`config.mk`:
```
export PLATFORM = sky130hd
export DESIGN_NAME = stack_cpu_ctrl
export DESIGN_NICKNAME = d
export VERILOG_FILES = /design/src/rtl/stack_cpu_pkg.sv /design/src/rtl/ret_addr_stack.sv /design/src/rtl/stack_cpu_ctrl.sv
export SDC_FILE = /design/constraint.sdc
export NUM_CORES = 1
export LEC_CHECK = 0
export ABC_AREA = 1
export BUFFER_PORTS_ARGS = -buffer_cell sky130_fd_sc_hd__buf_2
export CORE_MARGIN = 2
export CORE_UTILIZATION = 60
export CTS_CLUSTER_SIZE = 14
export DETAILED_ROUTE_END_ITERATION = 8
export PLACE_DENSITY = 0.86
export SLEW_MARGIN = 20
export SYNTH_ARGS = -nofsm -noshare
export SYNTH_HDL_FRONTEND = slang
export SYNTH_SLANG_ARGS = --single-unit
```
`constraint.sdc`:
```
create_clock -name clk -period 4.8 [get_ports clk]
set_clock_uncertainty 0.1 [all_clocks]
set_input_delay 0.24 -clock clk [delete_from_list [all_inputs] [get_ports clk]]
set_output_delay 0.24 -clock clk [all_outputs]
set_load 0.03 [all_outputs]
```
`src/rtl/stack_cpu_pkg.sv`:
```
// Shared opcode map, FSM state encoding and fault codes for the stack-machine controller.
package stack_cpu_pkg;

  localparam int unsigned OP_ADD    = 32'h00;
  localparam int unsigned OP_SUB    = 32'h01;
  localparam int unsigned OP_MUL    = 32'h02;
  localparam int unsigned OP_DIV    = 32'h03;
  localparam int unsigned OP_AND    = 32'h04;
  localparam int unsigned OP_NAND   = 32'h05;
  localparam int unsigned OP_OR     = 32'h06;
  localparam int unsigned OP_XOR    = 32'h07;
  localparam int unsigned OP_CMP    = 32'h08;
  localparam int unsigned OP_NOT    = 32'h09;
  localparam int unsigned OP_PUSH   = 32'h0A;
  localparam int unsigned OP_PUSH_I = 32'h0B;
  localparam int unsigned OP_PUSH_T = 32'h0C;
  localparam int unsigned OP_POP    = 32'h0D;
  localparam int unsigned OP_GOTO   = 32'h0E;
  localparam int unsigned OP_IF_EQ  = 32'h0F;
  localparam int unsigned OP_IF_GT  = 32'h10;
  localparam int unsigned OP_IF_LT  = 32'h11;
  localparam int unsigned OP_IF_GE  = 32'h12;
  localparam int unsigned OP_IF_LE  = 32'h13;
  localparam int unsigned OP_CALL   = 32'h14;
  localparam int unsigned OP_RET    = 32'h15;
  localparam int unsigned OP_HALT   = 32'h16;

  typedef enum logic [3:0] {
    S_FETCH, S_DECODE, S_POP_B, S_POP_A, S_EXEC, S_MEM_RD,
    S_MEM_WAIT, S_PUSH, S_MEM_WR, S_NEXT, S_HALT, S_FAULT
  } state_t;

  localparam logic [2:0] FC_NONE       = 3'd0;
  localparam logic [2:0] FC_OPND_UNDER = 3'd1;
  localparam logic [2:0] FC_OPND_OVER  = 3'd2;
  localparam logic [2:0] FC_ILLEGAL    = 3'd3;
  localparam logic [2:0] FC_RET_OVER   = 3'd4;
  localparam logic [2:0] FC_RET_UNDER  = 3'd5;

  // Conditional-branch predicate from the CMP flags.
  function automatic logic branch_taken(input int unsigned op, input logic eq, input logic lt);
    case (op)
      OP_IF_EQ: return eq;
      OP_IF_GT: return !eq && !lt;
      OP_IF_LT: return lt;
      OP_IF_GE: return !lt;
      OP_IF_LE: return eq || lt;
      default:  return 1'b0;
    endcase
  endfunction

endpackage

```
`src/rtl/ret_addr_stack.sv`:
```
// Small LIFO of return addresses for CALL/RET; the caller guards push/pop with full/empty.
module ret_addr_stack #(
  parameter int unsigned DEPTH = 4,
  parameter int unsigned W     = 8
) (
  input  logic         clk,
  input  logic         reset,
  input  logic         push,
  input  logic         pop,
  input  logic [W-1:0] din,
  output logic [W-1:0] top,
  output logic         full,
  output logic         empty
);
  localparam int unsigned PTR_W = $clog2(DEPTH);
  localparam int unsigned CNT_W = PTR_W + 1;

  logic [W-1:0]     mem [DEPTH];
  logic [CNT_W-1:0] cnt;
  logic [PTR_W-1:0] wr_idx;
  logic [PTR_W-1:0] rd_idx;

  assign wr_idx = PTR_W'(cnt);
  assign rd_idx = PTR_W'(cnt - CNT_W'(1));
  assign full   = (cnt == CNT_W'(DEPTH));
  assign empty  = (cnt == '0);
  assign top    = mem[rd_idx];

  always_ff @(posedge clk or negedge reset) begin
    if (!reset)               cnt <= '0;
    else if (push && !full)   cnt <= cnt + CNT_W'(1);
    else if (pop && !empty)   cnt <= cnt - CNT_W'(1);
  end

  // Entries are only meaningful below cnt, so storage needs no reset.
  always_ff @(posedge clk) begin
    if (push && !full) mem[wr_idx] <= din;
  end

endmodule

```
`src/rtl/stack_cpu_ctrl.sv`:
```
// Stack-machine control FSM: fetch/decode, operand-stack, data-memory and ALU sequencing,
// branches and CALL/RET through an internal return-address stack, with latched faults.
module stack_cpu_ctrl
  import stack_cpu_pkg::*;
#(
  parameter int unsigned DATA_W    = 8,
  parameter int unsigned ADDR_W    = 8,
  parameter int unsigned OPC_W     = 5,
  parameter int unsigned RET_DEPTH = 4
) (
  input  logic                    clk,
  input  logic                    reset,
  output logic                    imem_en,
  output logic [ADDR_W-1:0]       imem_addr,
  input  logic [OPC_W+ADDR_W-1:0] imem_data,
  output logic                    dmem_en,
  output logic                    dmem_we,
  output logic [ADDR_W-1:0]       dmem_addr,
  output logic [DATA_W-1:0]       dmem_wdata,
  input  logic [DATA_W-1:0]       dmem_rdata,
  output logic                    stk_push,
  output logic                    stk_pop,
  output logic [DATA_W-1:0]       stk_din,
  input  logic [DATA_W-1:0]       stk_top,
  input  logic                    stk_full,
  input  logic                    stk_empty,
  output logic [OPC_W-1:0]        alu_op,
  output logic [DATA_W-1:0]       alu_a,
  output logic [DATA_W-1:0]       alu_b,
  input  logic [DATA_W-1:0]       alu_result,
  input  logic                    alu_zero,
  input  logic                    alu_lt,
  output logic                    halted,
  output logic                    fault,
  output logic [2:0]              fault_code
);
  localparam int unsigned INSN_W = OPC_W + ADDR_W;

  state_t            state, state_n;
  logic              live;
  logic [ADDR_W-1:0] ip, ip_n, opnd, opnd_n, ip_inc;
  logic [OPC_W-1:0]  ir, ir_n;
  logic [DATA_W-1:0] a, a_n, b, b_n, r, r_n, t1, t1_n;
  logic              eq, eq_n, lt, lt_n;
  logic [2:0]        fcode, fcode_n;
  logic [OPC_W-1:0]  dec_opc;
  logic [ADDR_W-1:0] dec_opnd;
  logic [31:0]       dec_op, ir_op;
  logic              rs_push, rs_pop, rs_full, rs_empty;
  logic [ADDR_W-1:0] rs_top;

  assign dec_opc  = imem_data[INSN_W-1 -: OPC_W];
  assign dec_opnd = imem_data[ADDR_W-1:0];
  assign dec_op   = 32'(dec_opc);
  assign ir_op    = 32'(ir);
  assign ip_inc   = ip + ADDR_W'(1);

  ret_addr_stack #(.DEPTH(RET_DEPTH), .W(ADDR_W)) u_ret (
    .clk   (clk),
    .reset (reset),
    .push  (rs_push),
    .pop   (rs_pop),
    .din   (ip_inc),
    .top   (rs_top),
    .full  (rs_full),
    .empty (rs_empty)
  );

  // live holds the FSM in FETCH for one cycle after reset so every strobe reads 0 under reset.
  always_ff @(posedge clk or negedge reset) begin
    if (!reset) begin
      state <= S_FETCH;
      live  <= 1'b0;
      ip    <= '0;
      ir    <= '0;
      opnd  <= '0;
      a     <= '0;
      b     <= '0;
      r     <= '0;
      t1    <= '0;
      eq    <= 1'b0;
      lt    <= 1'b0;
      fcode <= FC_NONE;
    end else begin
      state <= state_n;
      live  <= 1'b1;
      ip    <= ip_n;
      ir    <= ir_n;
      opnd  <= opnd_n;
      a     <= a_n;
      b     <= b_n;
      r     <= r_n;
      t1    <= t1_n;
      eq    <= eq_n;
      lt    <= lt_n;
      fcode <= fcode_n;
    end
  end

  always_comb begin
    state_n    = state;
    ip_n       = ip;
    ir_n       = ir;
    opnd_n     = opnd;
    a_n        = a;
    b_n        = b;
    r_n        = r;
    t1_n       = t1;
    eq_n       = eq;
    lt_n       = lt;
    fcode_n    = fcode;
    rs_push    = 1'b0;
    rs_pop     = 1'b0;
    imem_en    = 1'b0;
    imem_addr  = ip;
    dmem_en    = 1'b0;
    dmem_we    = 1'b0;
    dmem_addr  = opnd;
    dmem_wdata = '0;
    stk_push   = 1'b0;
    stk_pop    = 1'b0;
    stk_din    = '0;
    alu_op     = '0;
    alu_a      = '0;
    alu_b      = '0;
    halted     = 1'b0;
    fault      = 1'b0;
    fault_code = '0;

    case (state)
      S_FETCH: begin
        imem_en = live;
        if (live) state_n = S_DECODE;
      end
      S_DECODE: begin
        ir_n   = dec_opc;
        opnd_n = dec_opnd;
        case (dec_op)
          OP_ADD, OP_SUB, OP_MUL, OP_DIV, OP_AND, OP_NAND, OP_OR, OP_XOR,
          OP_CMP, OP_NOT, OP_POP:                 state_n = S_POP_B;
          OP_PUSH:                                state_n = S_MEM_RD;
          OP_PUSH_I: begin
            r_n     = DATA_W'(dec_opnd);
            state_n = S_PUSH;
          end
          OP_PUSH_T: begin
            r_n     = t1;
            state_n = S_PUSH;
          end
          OP_GOTO, OP_IF_EQ, OP_IF_GT, OP_IF_LT, OP_IF_GE, OP_IF_LE,
          OP_CALL, OP_RET:                        state_n = S_NEXT;
          OP_HALT:                                state_n = S_HALT;
          default: begin
            fcode_n = FC_ILLEGAL;
            state_n = S_FAULT;
          end
        endcase
      end
      S_POP_B: begin
        if (stk_empty) begin
          fcode_n = FC_OPND_UNDER;
          state_n = S_FAULT;
        end else begin
          stk_pop = 1'b1;
          b_n     = stk_top;
          if (ir_op == OP_NOT) begin
            a_n     = stk_top;
            b_n     = '0;
            state_n = S_EXEC;
          end else if (ir_op == OP_POP) begin
            state_n = S_MEM_WR;
          end else begin
            state_n = S_POP_A;
          end
        end
      end
      S_POP_A: begin
        if (stk_empty) begin
          fcode_n = FC_OPND_UNDER;
          state_n = S_FAULT;
        end else begin
          stk_pop = 1'b1;
          a_n     = stk_top;
          state_n = S_EXEC;
        end
      end
      S_EXEC: begin
        alu_op = ir;
        alu_a  = a;
        alu_b  = b;
        if (ir_op == OP_CMP) begin
          eq_n    = alu_zero;
          lt_n    = alu_lt;
          state_n = S_NEXT;
        end else begin
          r_n     = alu_result;
          state_n = S_PUSH;
        end
      end
      S_MEM_RD: begin
        dmem_en = 1'b1;
        state_n = S_MEM_WAIT;
      end
      S_MEM_WAIT: begin
        r_n     = dmem_rdata;
        state_n = S_PUSH;
      end
      S_PUSH: begin
        if (stk_full) begin
          fcode_n = FC_OPND_OVER;
          state_n = S_FAULT;
        end else begin
          stk_push = 1'b1;
          stk_din  = r;
          state_n  = S_NEXT;
        end
      end
      S_MEM_WR: begin
        dmem_en    = 1'b1;
        dmem_we    = 1'b1;
        dmem_wdata = b;
        t1_n       = b;
        state_n    = S_NEXT;
      end
      S_NEXT: begin
        state_n = S_FETCH;
        ip_n    = ip_inc;
        case (ir_op)
          OP_GOTO: ip_n = opnd;
          OP_IF_EQ, OP_IF_GT, OP_IF_LT, OP_IF_GE, OP_IF_LE:
            if (branch_taken(ir_op, eq, lt)) ip_n = opnd;
          OP_CALL: begin
            if (rs_full) begin
              ip_n    = ip;
              fcode_n = FC_RET_OVER;
              state_n = S_FAULT;
            end else begin
              rs_push = 1'b1;
              ip_n    = opnd;
            end
          end
          OP_RET: begin
            if (rs_empty) begin
              ip_n    = ip;
              fcode_n = FC_RET_UNDER;
              state_n = S_FAULT;
            end else begin
              rs_pop = 1'b1;
              ip_n   = rs_top;
            end
          end
          default: ;
        endcase
      end
      S_HALT:  halted = 1'b1;
      S_FAULT: begin
        fault      = 1'b1;
        fault_code = fcode;
      end
      default: state_n = S_FETCH;
    endcase
  end

endmodule
```
==> run summary, run 1 <==
RSZ-0062 raised after global routing -> no
Bufs on Longest Clock Path -> 2
Worst R2R Path Depth -> 6
CTS tree -> built
Seq cells post-synth -> 98
Distinct cells, synth -> 38
Max-Cap Viols -> 0
Synth top area share -> 30.9%
Root Buffer -> clkbuf_8
Crit path kind -> flop to output pin
Detailed Routing Iterations Pass 1 -> 5
Global-route wire length before repair -> 22.1 mm
Worst path top cell family by delay -> simple AND/OR/NAND/NOR gates
Area leader, netlist -> dfrtp_1
# rows -> 34
IO Port Bufs -> 105
Hold WC Path Type -> input port to flop
Largest net degree at the start of global routing -> 67
Vias in the first global route -> 4582
Crit-path slowest cell -> nor2_1
FMAX -> 0.317 GHz
Ys Warns -> 0
Syn Nets -> 729
Cell Count, Final, Fillers Out -> 894
Comb power frac -> 45.8%
Starting DRT DRC Count -> 302
CTS Sinks -> 98
Worst hold path depth -> 3
Synth Flop Type -> dfrtp_1
Die span in x -> 98.3 µm
Final hold viol count -> 0
Slowest stage delay, CP -> 0.75 ns
DRT antenna net count -> 0
Core ar. -> 0.00868 mm²
Most frequent cells in the layout -> 179 x nand2_1, 105 x buf_2, 91 x nor2_1, 91 x inv_1, 66 x dfrtp_1
Hold Buf Count CTS -> 3
Post-synth EDFFs -> 32
Crit path DAT -> 2.82 ns
Worst-path clk slew -> 0.11 ns
Post-DP HPWL -> 10.1 mm
Sw Ratio -> 47.0%
Nets -> 830
Sequential share of power -> 38.4%
Syn avg cell area -> 7.85 µm²
Placer Congestion -> 0.954
CTS Buf Count -> 9
Status -> complete, no violations
Register area share after synthesis -> 48.9%
Worst-margin pin slew -> 0.921 ns
DR WL/cell -> 15.2 µm
Layout cells sized above 1 -> 19.8%
Slew Limit Headroom -> 38.3%
Post-synthesis instance total -> 680
CP max FO -> 22
Grt total ovfl -> 0
Worst hold start -> stk_top[4]
Most used cell, CP -> nor2_1
Die Span Y -> 98.3 µm
DR DRC count -> 0
Setup TNS -> 0 ns
# diodes -> 0
Worst reg2reg path endpoint -> r[2]$_DFFE_PN0P_
Routed Wire Length -> 13.6 mm
Critical Path Source Type -> flop
Leakage -> 3.17 nW
Psw -> 1.71 mW
Int Power -> 1.93 mW
Area contributors post-synth -> dfrtp_1 31%, edfxtp_1 18%, nand2_1 13%
FF-to-FF setup slack -> 1.90 ns
Worst Hold End -> a[4]$_DFFE_PN0P_
Min Clock Period, post-route -> 3.16 ns
Final Power -> 3.65 mW
Critical-path cell list -> nor2_1 -> nand2_1 -> nor2_1 -> buf_2
Most common cell after layout, fill and taps aside -> nand2_1
Area growth syn-to-layout -> 15.0%
Placed instance count -> 875
Final worst path period share -> 65.8%
GR Util All Layers -> 28.4%
# H-tree levels -> 3
Pwr/cell area -> 594 mW/mm²
Initial Util -> 61.5%
Mapped Area -> 0.00534 mm²
Initial antenna violation count -> 0
Pins over their slew limit -> 0
Asr flop ratio synth -> 67.3%
Setup violators final -> 0
Worst path bufs/invs -> 1
Worst vdd ir -> 0.295 mV
Die footprint -> 0.00967 mm²
CP required -> 4.46 ns
Clock network power share -> 15.7%
Clk_lat worst skew -> 0.38 ns
Vias -> 4931
CTS resizes -> 0
Top Ports -> 106
RR Startpoint -> state[1]$_DFFE_PN0P_
Post-CTS setup buffer count -> 0
Worst Setup End Kind -> output pin
Via/cell ratio -> 5.52
==> power by group through the flow <==
| stage | clock [mW] | combinational, mW | sequential [mW] |
|---|---|---|---|
| 3_5_place_dp | 0 | 1.65 | 1.41 |
| 2_1_floorplan | 0 | 1.15 | 1.47 |
| 6_report | 0.574 | 1.67 | 1.40 |
| 4_1_cts | 0.580 | 1.66 | 1.40 |
| 5_1_grt | 0.614 | 1.87 | 1.43 |
| 3_3_place_gp | 0 | 1.59 | 1.40 |
==> metrics by stage <==
stage               worst slack (ns)  hold WS, ns  cell area, µm²  utilization, %
floorplan                       2.60       -0.156            5340               -
detailed placement              1.94        0.356            5900            67.9
global placement                2.10        0.358            5900            67.9
finish                          1.64       0.0171            6140            70.7
CTS                             1.62      0.00439            6140            70.7
global route                    1.43       0.0313            6140            70.7
==> metal layers <==
layer  part of all wire [%]  global-route usage [%]  vias to the layer above
met5                      0                       0                        -
met4                    2.1                    10.0                        0
met3                    8.1                    3.87                       36
met2                     49                    46.8                      253
met1                     41                    38.8                     2291
li1                       -                       -                     2351
==> flip-flops by register name (all words and copies together), names as in the netlist, 3 cells and up <==
name and count:
a 8, b 8, dmem_addr 8, fcode 3, imem_addr 8, ir 5
r 8, state 4, t1 8, u_ret.cnt 3, u_ret.mem 32
==> area by class of cell <==
| class | instances | area [µm²] |
|---|---|---|
| inverters | 102 | 383 |
| clock buffers | 9 | 124 |
| repair buffers | 109 | 563 |
| flip-flops and latches | 98 | 2610 |
| fillers | 684 | 2540 |
| clock inverters | 7 | 90.1 |
| multi-input cells | 461 | 2230 |
| well taps | 108 | 135 |
==> logic make-up after synthesis <==
family	synth area share (%)
simple gates	29.0
buf+inv	9.26
flops	48.9
compound gates	10.1
xor+xnor	1.15
fa+ha+maj	1.41
other cells	0.0702
==> synthesized netlist by cell type, types with 2 or more instances <==
cell / n
a21boi_1: 6
a21oi_1: 13
buf_2: 11
buf_6: 3
clkbuf_1: 4
dfrtp_1: 66
edfxtp_1: 32
ha_1: 6
inv_1: 91
inv_2: 10
nand2_1: 179
nand2_2: 7
nand2_4: 2
nand3_1: 54
nand3_2: 3
nand3b_1: 3
nand4_1: 5
nor2_1: 91
nor2_2: 2
nor2_4: 5
o211ai_1: 8
o21ai_0: 36
o21ai_1: 6
o21ai_2: 3
o21bai_1: 7
o22ai_1: 8
or2_0: 3
xor2_1: 6
==> worst min-delay path: cells and delay by family <==
| kind | cells | cell delay [ns] |
|---|---|---|
| compound gates | 1 | 0.06 |
| buf+inv | 2 | 0.16 |
==> worst max-delay path by stage <==
stage,depth (start not counted),slack [ns],startpoint,end
after floorplan,13,2.60,u_ret.cnt[0]$_DFFE_PN0P_,imem_addr[4]$_DFFE_PN0P_
after global placement,6,2.10,state[1]$_DFFE_PN0P_,r[5]$_DFFE_PN0P_
after detailed placement,6,1.94,state[1]$_DFFE_PN0P_,r[1]$_DFFE_PN0P_
after CTS,4,1.62,state[1]$_DFFE_PN0P_,alu_a[2]
after global routing,4,1.43,state[1]$_DFFE_PN0P_,alu_b[6]
final,4,1.64,state[1]$_DFFE_PN0P_,alu_a[2]
No activity file was read; power rests on OpenSTA's default activity.
==> inputs of run 2 (changes only) <==
--- a/config.mk
+++ b/config.mk
@@ -5,13 +5,13 @@
 export SDC_FILE = /design/constraint.sdc
 export NUM_CORES = 1
 export LEC_CHECK = 0
-export ABC_AREA = 1
+export ABC_AREA = 0
 export BUFFER_PORTS_ARGS = -buffer_cell sky130_fd_sc_hd__buf_2
 export CORE_MARGIN = 2
-export CORE_UTILIZATION = 60
+export CORE_UTILIZATION = 55
 export CTS_CLUSTER_SIZE = 14
 export DETAILED_ROUTE_END_ITERATION = 8
-export PLACE_DENSITY = 0.86
+export PLACE_DENSITY = 0.8
 export SLEW_MARGIN = 20
 export SYNTH_ARGS = -nofsm -noshare
 export SYNTH_HDL_FRONTEND = slang
==> constraint.sdc (replaced) <==
create_clock -name clk -period 3.2 [get_ports clk]
set_clock_uncertainty 0.1 [all_clocks]
set_input_delay 0.16 -clock clk [delete_from_list [all_inputs] [get_ports clk]]
set_output_delay 0.16 -clock clk [all_outputs]
set_load 0.03 [all_outputs]
==> run summary, run 2 <==
Routed Wire Length -> 12.8 mm
Slew Limit Headroom -> 36.1%
Global-route wire length before repair -> 20.4 mm
Post-synth EDFFs -> 32
IO Port Bufs -> 105
Final hold viol count -> 0
Post-DP HPWL -> 9.51 mm
Reg area -> 0.00261 mm²
Pins over their slew limit -> 0
Distinct cells, synth -> 56
Fin area -> 0.00625 mm²
Layout cells sized above 1 -> 32.0%
Post-CTS setup buffer count -> 0
Area leader, netlist -> dfrtp_1
Final Power -> 5.43 mW
DR DRC count -> 0
Crit-path slowest cell -> dfrtp_1
Die Span Y -> 101 µm
Crit path from -> state[0]$_DFFE_PN0P_
Largest net degree at the start of global routing -> 43
Mapped Area -> 0.00522 mm²
Max-Cap Viols -> 0
Fillers -> 719
Smallest hold slack -> 0.0156 ns
Worst hold path depth -> 2
Via/cell ratio -> 5.78
Synth cell count leaders -> 66 x dfrtp_1, 46 x and2_1, 41 x mux2_2
Syn Nets -> 511
Synth top area share -> 31.6%
Most frequent cell after synthesis -> dfrtp_1
DR WL/cell -> 17.9 µm
Initial Util -> 56.5%
Worst vdd ir -> 0.391 mV
Leakage -> 2.73 nW
Vias -> 4141
Register with the highest flop count -> u_ret.mem
Critical-path cell list -> nor2_1 -> nand2_1 -> nor2_1 -> buf_4 -> and2_1 -> buf_2
Seq cells post-synth -> 98
CTS resizes -> 0
Setup TNS -> 0 ns
Setup violators final -> 0
Worst hold start -> imem_data[12]
Asr flop ratio synth -> 67.3%
Core ar. -> 0.00924 mm²
Clk_lat worst skew -> 0.37 ns
Most common cell after layout, fill and taps aside -> buf_2
CTS tree -> built
Placer Congestion -> 0.932
Worst path top cell family by delay -> simple AND/OR/NAND/NOR gates
Register area share after synthesis -> 50.0%
Root Buffer -> clkbuf_8
Grt total ovfl -> 0
Min Clock Period, post-route -> 2.70 ns
# diodes -> 0
Most frequent cells in the layout -> 105 x buf_2, 66 x dfrtp_1, 46 x and2_1, 41 x mux2_2
Worst-path clk slew -> 0.09 ns
Status -> complete, no violations
Top Ports -> 106
Ys Warns -> 0
FMAX -> 0.371 GHz
RR Startpoint -> state[3]$_DFFE_PN0P_
CP required -> 2.94 ns
Pwr/cell area -> 869 mW/mm²
Area contributors post-synth -> dfrtp_1 32%, edfxtp_1 18%, mux2_2 8.8%
Vias in the first global route -> 4076
# H-tree levels -> 3
CTS Buf Count -> 9
Critical Path Source Type -> flop
Worst Setup End Kind -> output pin
Synth Flop Type -> dfrtp_1
RSZ-0062 raised after global routing -> no
Final worst path period share -> 84.3%
# rows -> 35
Most used cell, CP -> nor2_1
Starting DRT DRC Count -> 247
Placed cell area -> 0.00586 mm²
Worst path bufs/invs -> 2
Initial antenna violation count -> 0
Worst R2R Path Depth -> 4
Hold WC Path Type -> input port to flop
CTS Sinks -> 98
WP depth -> 6
Crit path kind -> flop to output pin
Crit path DAT -> 2.44 ns
Area growth syn-to-layout -> 19.7%
Post-synthesis instance total -> 462
Worst-margin pin slew -> 0.958 ns
Multi-input gate area -> 0.00246 mm²
Die footprint -> 0.0103 mm²
CP max FO -> 21
DRT antenna net count -> 0
Bufs on Longest Clock Path -> 2
Die span in x -> 101 µm
Syn avg cell area -> 11.3 µm²
Largest register FFs -> 32
Nets -> 632
GR Util All Layers -> 26.0%
Detailed Routing Iterations Pass 1 -> 5
Slowest stage delay, CP -> 0.59 ns
==> run 2: cell types whose count changed after synthesis, moves of 10 or more <==
cell     previous run  this run
o21ai_0            36        20
nand2_1           179        19
nor2b_1             0        17
mux2_2              0        41
and2_1              1        46
nand3_1            54         8
inv_2              10         0
a31oi_1             0        11
nor2_1             91        32
inv_1              91         9
a21oi_1            13        24
==> run 2: final cells by class <==
cell class	count	area share, %
flip-flops and latches	98	41.8
clock buffers	12	2.48
well taps	129	2.58
clock inverters	4	0.541
multi-input cells	331	39.3
repair buffers	134	12.7
inverters	9	0.541
==> run 2: metrics by stage <==
stage               worst slack, ns  std cells  utilization (%)
global placement              0.769        681             63.4
finish                        0.502        717             67.6
CTS                           0.534        717             67.6
detailed placement            0.677        681             63.4
floorplan                     0.603        462                -
global route                  0.343        717             67.6
==> run 2: worst paths after layout <==
check	endpoint	slack [ns]
min reg2reg	r[6]$_DFFE_PN0P_	0.41
max	alu_a[1]	0.50
max reg2reg	u_ret.mem[0][3]$_DFFE_PP_	0.62
max in group asynchronous	r[0]$_DFFE_PN0P_	1.74
min in group asynchronous	state[0]$_DFFE_PN0P_	0.38
min	ir[4]$_DFFE_PN0P_	0.02
==> run 2: logic make-up after synthesis <==
logic type | count (synthesis) | synth area share, %
adder cells (fa/ha/maj) | 6 | 1.44
AO/OA/AOI/OAI | 103 | 13.5
multiplexers | 59 | 14.3
AND/OR/NAND/NOR | 153 | 16.3
other | 1 | 0.0718
flip-flops | 98 | 50.0
buffers and inverters | 33 | 2.85
XOR/XNOR | 9 | 1.51
==> run 2: repair_timing <==
action | in CTS | in global routing
hold buffers | 20 | 0
hold endpoints to repair | 68 | 0
endpoints found under the setup margin | 0 | 0
==> run 2: metal layers <==
| layer | vias up | wire length, µm | track usage, % | share of wire, % |
|---|---|---|---|---|
| li1 | 1933 | - | - | - |
| met1 | 1998 | 5250 | 34.4 | 41 |
| met2 | 183 | 6300 | 42.5 | 49 |
| met3 | 27 | 989 | 5.45 | 7.7 |
| met4 | 0 | 310 | 9.67 | 2.4 |
| met5 | - | 0 | 0 | 0 |
==> run 2: power by group <==
| part | switching (mW) | leakage, nW | internal [mW] |
|---|---|---|---|
| combinational | 1.39 | 1.55 | 1.00 |
| sequential | 0.485 | 1.08 | 1.78 |
| clock | 0.431 | 0.0932 | 0.331 |
| total | 2.31 | 2.73 | 3.12 |
